File: src/rtl/wadd_pkg.sv
// Shared types and constants for the byte-serial wide adder sequencer.
package wadd_pkg;

   localparam int unsigned BYTE_W = 8;

   typedef enum logic [1:0] {
      IDLE  = 2'd0,
      ISSUE = 2'd1,
      WAIT  = 2'd2,
      DONE  = 2'd3
   } wadd_state_t;

endpackage : wadd_pkg

File: src/rtl/wide_add_sequencer.sv
// Feeds an external registered 8-bit adder one byte slice at a time (LSB first),
// chaining carries, and assembles the returned bytes into a wide result.
module wide_add_sequencer
   import wadd_pkg::*;
#(
   parameter int unsigned NBYTES  = 4,
   parameter int unsigned ADD_LAT = 1
) (
   input  logic                     clk,
   input  logic                     rst_n,
   input  logic                     in_valid,
   output logic                     in_ready,
   input  logic [BYTE_W*NBYTES-1:0] in_a,
   input  logic [BYTE_W*NBYTES-1:0] in_b,
   input  logic                     in_cin,
   output logic [BYTE_W-1:0]        add_a,
   output logic [BYTE_W-1:0]        add_b,
   output logic                     add_cin,
   input  logic [BYTE_W-1:0]        add_sum,
   input  logic                     add_cout,
   output logic                     out_valid,
   input  logic                     out_ready,
   output logic [BYTE_W*NBYTES-1:0] out_sum,
   output logic                     out_cout,
   output logic                     busy
);

   localparam int unsigned W     = BYTE_W * NBYTES;
   localparam int unsigned IDX_W = (NBYTES > 1) ? $clog2(NBYTES) : 1;
   localparam int unsigned CNT_W = (ADD_LAT > 1) ? $clog2(ADD_LAT) : 1;

   wadd_state_t         r_state;
   logic [IDX_W-1:0]    r_idx;
   logic [CNT_W-1:0]    r_cnt;
   logic [W-1:0]        r_a;
   logic [W-1:0]        r_b;
   logic [W-1:0]        r_sum;
   logic                r_cout;
   logic                r_in_ready;
   logic                r_out_valid;
   logic                r_busy;
   logic [BYTE_W-1:0]   r_add_a;
   logic [BYTE_W-1:0]   r_add_b;
   logic                r_add_cin;

   // r_a/r_b hold only the bytes not yet issued, so the next slice is always [7:0].
   always_ff @(posedge clk or negedge rst_n) begin
      if (!rst_n) begin
         r_state     <= IDLE;
         r_idx       <= '0;
         r_cnt       <= '0;
         r_a         <= '0;
         r_b         <= '0;
         r_sum       <= '0;
         r_cout      <= 1'b0;
         r_in_ready  <= 1'b1;
         r_out_valid <= 1'b0;
         r_busy      <= 1'b0;
         r_add_a     <= '0;
         r_add_b     <= '0;
         r_add_cin   <= 1'b0;
      end else begin
         case (r_state)
            IDLE: begin
               if (in_valid && r_in_ready) begin
                  r_a        <= in_a >> BYTE_W;
                  r_b        <= in_b >> BYTE_W;
                  r_add_a    <= in_a[BYTE_W-1:0];
                  r_add_b    <= in_b[BYTE_W-1:0];
                  r_add_cin  <= in_cin;
                  r_idx      <= '0;
                  r_in_ready <= 1'b0;
                  r_busy     <= 1'b1;
                  r_state    <= ISSUE;
               end
            end
            ISSUE: begin
               r_cnt   <= CNT_W'(ADD_LAT - 1);
               r_state <= WAIT;
            end
            WAIT: begin
               if (r_cnt != '0) begin
                  r_cnt <= r_cnt - CNT_W'(1);
               end else begin
                  r_sum  <= (r_sum >> BYTE_W) | (W'(add_sum) << (W - BYTE_W));
                  r_cout <= add_cout;
                  if (r_idx == IDX_W'(NBYTES - 1)) begin
                     r_out_valid <= 1'b1;
                     r_state     <= DONE;
                  end else begin
                     // Next slice carries in the carry just captured.
                     r_idx     <= r_idx + IDX_W'(1);
                     r_add_a   <= r_a[BYTE_W-1:0];
                     r_add_b   <= r_b[BYTE_W-1:0];
                     r_add_cin <= add_cout;
                     r_a       <= r_a >> BYTE_W;
                     r_b       <= r_b >> BYTE_W;
                     r_state   <= ISSUE;
                  end
               end
            end
            DONE: begin
               if (out_ready) begin
                  r_out_valid <= 1'b0;
                  r_in_ready  <= 1'b1;
                  r_busy      <= 1'b0;
                  r_add_a     <= '0;
                  r_add_b     <= '0;
                  r_add_cin   <= 1'b0;
                  r_state     <= IDLE;
               end
            end
            default: r_state <= IDLE;
         endcase
      end
   end

   assign in_ready  = r_in_ready;
   assign out_valid = r_out_valid;
   assign busy      = r_busy;
   assign out_sum   = r_sum;
   assign out_cout  = r_cout;
   assign add_a     = r_add_a;
   assign add_b     = r_add_b;
   assign add_cin   = r_add_cin;

endmodule : wide_add_sequencer

File: config.mk
export PLATFORM = sky130hd
export DESIGN_NAME = wide_add_sequencer
export DESIGN_NICKNAME = d
export VERILOG_FILES = /design/src/rtl/wadd_pkg.sv /design/src/rtl/wide_add_sequencer.sv
export SDC_FILE = /design/constraint.sdc
export NUM_CORES = 1
export LEC_CHECK = 0
export ABC_AREA = 1
export BUFFER_PORTS_ARGS = -buffer_cell sky130_fd_sc_hd__buf_2
export CAP_MARGIN = 20
export CORE_MARGIN = 5
export CORE_UTILIZATION = 35
export CTS_BUF_LIST = sky130_fd_sc_hd__clkbuf_8 sky130_fd_sc_hd__clkbuf_16
export CTS_CLUSTER_SIZE = 24
export DETAILED_ROUTE_END_ITERATION = 12
export GPL_ROUTABILITY_DRIVEN = 0
export GPL_TIMING_DRIVEN = 1
export PLACE_DENSITY = 0.65
export SYNTH_ARGS = -nofsm -noshare
export SYNTH_HDL_FRONTEND = slang
export SYNTH_SLANG_ARGS = --single-unit
export TNS_END_PERCENT = 10
File: constraint.sdc
create_clock -name clk -period 3.78 [get_ports clk]
set_input_delay 0.567 -clock clk [delete_from_list [all_inputs] [get_ports clk]]
set_output_delay 0.567 -clock clk [all_outputs]
set_load 0.02 [all_outputs]
==> reports/results.tsv <==
metric	value	unit
status	finished clean	
finalMaxSlewViolations	0	
timing.hold.ws	345.0	ps
yosysTopAreaCellShare	0.5194	
cp_num_cells	7	
synth_seq_cells	105	
r2r-end	add_a[3]	
nFillCells	1460	
hpwl	8.364	mm
cts_tree	done	
die-area	16810	um^2
fin_skew	8.055	ps
place.port_buffers	130	
p_per_area	931.1	nW/um^2
start_util	0.3596	
setup_ws	1152	ps
cts.sinks	105	
htreeDepth	3	
critPathBufInv	1	
period_minus_slack	2628	ps
rows	43	
cts_made_buffers	9	
r2r_slack	1150	ps
cts_setup_buffers	0	
synth_cell_type_count	22	
cts_root_buf	clkbuf_16	
period_share	0.6952	
cp_cell_sequence	inv_1 > ha_1 > nand2_4 > nand2_1 > nor2_4 > nand2_1 > nand2_1	
diodes	0	
endpoint	add_a[3]	
reg2reg_depth	7	
crit_type	reg -> reg	
nets	813	
timing.rr.start	r_state[0]	
grt_pass1_wl	19.76	mm
fp.coreArea	13930	um^2
setup_viol	0	
fin_tns_setup	0	ps
drive_gt1_frac	0.2347	
grtUsageTotal	0.1465	
first_pass_iters	5	
critPathCaptureType	register	
cpPeakStageDelay	620	ps
synth_area_leaders	dfrtp_1 52%, nand2_1 22%, nand3_1 3.4%, o21ai_0 3.4%, inv_1 2.7%	
relSlewSlack	0.3753	
antenna_left	0	
clkLatencyLatePin	350	ps
path_max_fanout	53	
cp.required	4060	ps
critPathSlowestCell	nand2_1	
vias	4151	
wirelength	12.04	mm
crit_top_cell	nand2_1	
hold_buffers	0	
cts_resized	0	
clk_pin_slew	80	ps
max_cap_viol_count	0	
synthCells	620	
grt_overflow	0	
yosys_warnings	0	
p_leak	3.325	nW
antenna_found_initial	0	
synthesis.area	5011	um^2
avgSynthCellArea	8.082	um^2
hold_violations	0	
fp.dieH	129.7	um
synth_top_area_cell	dfrtp_1	
cp_top_family	simple AND/OR/NAND/NOR gates	
startpoint	r_state[0]	
yosysSeqAreaShare	0.5246	
grt_max_degree	75	
irDropWorstVdd	0.3065	mV
syn_to_final_growth	20.70	%
clock_path_buffers	2	
drcViolationCount	0	
min_path_type	in -> async	
die_x	129.7	um
synth_fp_nets	705	
wl_per_cell	13.19	um
boundaryPins	131	
start_kind	register	
grt_pass1_vias	4070	
cp.arrival	2910	ps
via_per_inst	4.547	
fmax	380.5	MHz
rsz0062_at_grt	no	
drt_iter0_drc	327	
tightestPinTransition	937.1	ps
place_ws	1144	ps
==> how the worst min path moves through the flow <==
stage | from | to | slack (ps) | depth (start not counted)
after floorplan | rst_n | add_a[0] | 270 | 0
after global placement | r_a[5] | r_a[5] | 450 | 2
after detailed placement | out_valid | out_valid | 460 | 2
after CTS | rst_n | out_sum[30] | 390 | 1
after global routing | rst_n | out_sum[30] | 430 | 1
final | rst_n | out_sum[30] | 340 | 1
==> flip-flops by register name, indices dropped and copies added (netlist names) <==
| name | flops |
|---|---|
| in_ready | 1 |
| add_cin | 1 |
| r_a | 24 |
| busy | 1 |
| r_state | 2 |
| r_idx | 2 |
| add_a | 8 |
| out_valid | 1 |
| add_b | 8 |
| out_cout | 1 |
| r_b | 24 |
| out_sum | 32 |
==> stage by stage <==
step / instances / power (mW) / util / cell area [um^2]
after global routing: 913 / 6.150 / 0.4340 / 6048
after detailed placement: 897 / 4.722 / 0.4118 / 5738
final: 913 / 5.632 / 0.4340 / 6048
after CTS: 913 / 5.710 / 0.4340 / 6048
after floorplan: 620 / 4.044 / - / 5011
after global placement: 897 / 4.657 / 0.4118 / 5738
==> placed cells by master (no fill, tap or decap), types with 10 or more instances in the layout <==
| master | netlist | layout |
|---|---|---|
| nand2_1 | 290 | 290 |
| inv_1 | 36 | 36 |
| nand3_1 | 34 | 34 |
| o21ai_0 | 34 | 34 |
| nand4_1 | 16 | 16 |
| buf_2 | 15 | 129 |
| a21oi_1 | 10 | 10 |
| nor2_1 | 12 | 12 |
| dfrtp_1 | 104 | 104 |
| o21bai_1 | 17 | 17 |
| mux2_2 | 12 | 12 |
==> cells by family after synthesis <==
group                    Yosys count  synth area share
buffers and inverters             76           0.06817
adder cells (fa/ha/maj)            7           0.01748
AO/OA/AOI/OAI                     62           0.07091
AND/OR/NAND/NOR                  358            0.2919
flip-flops                       105            0.5246
multiplexers                      12           0.02697
==> power breakdown <==
part           internal (mW)  switching [mW]  total [mW]
clock                  0.527           0.443       0.970
sequential              1.68           0.291        1.97
combinational          0.859            1.83        2.69
total                   3.07            2.57        5.63
==> cell usage after synthesis, drive strengths merged <==
cell and instances:
nand2 293, dfrtp 104, inv 36, nand3 34
o21ai 34, buf 29, o21bai 17, nand4 16
nor2 14, mux2 12, clkbuf 11, a21oi 10
ha 7, dfstp 1, nand3b 1, o21a 1
==> cell type report <==
class,count,area (um^2),area share
well taps,180,225.2,0.03724
repair buffers,137,705.7,0.1167
clock buffers,9,225.2,0.03724
flip-flops and latches,105,2629,0.4346
clock inverters,7,85.08,0.01407
inverters,36,135.1,0.02234
multi-input cells,439,2043,0.3378
==> routing by layer <==
metal,part of all wire,track usage
met1,0.50,0.2124
met2,0.44,0.2202
met3,0.063,0.03586
met4,0.0032,0.03851
met5,0,0
Note: power is estimated with default switching activity, not from simulation.
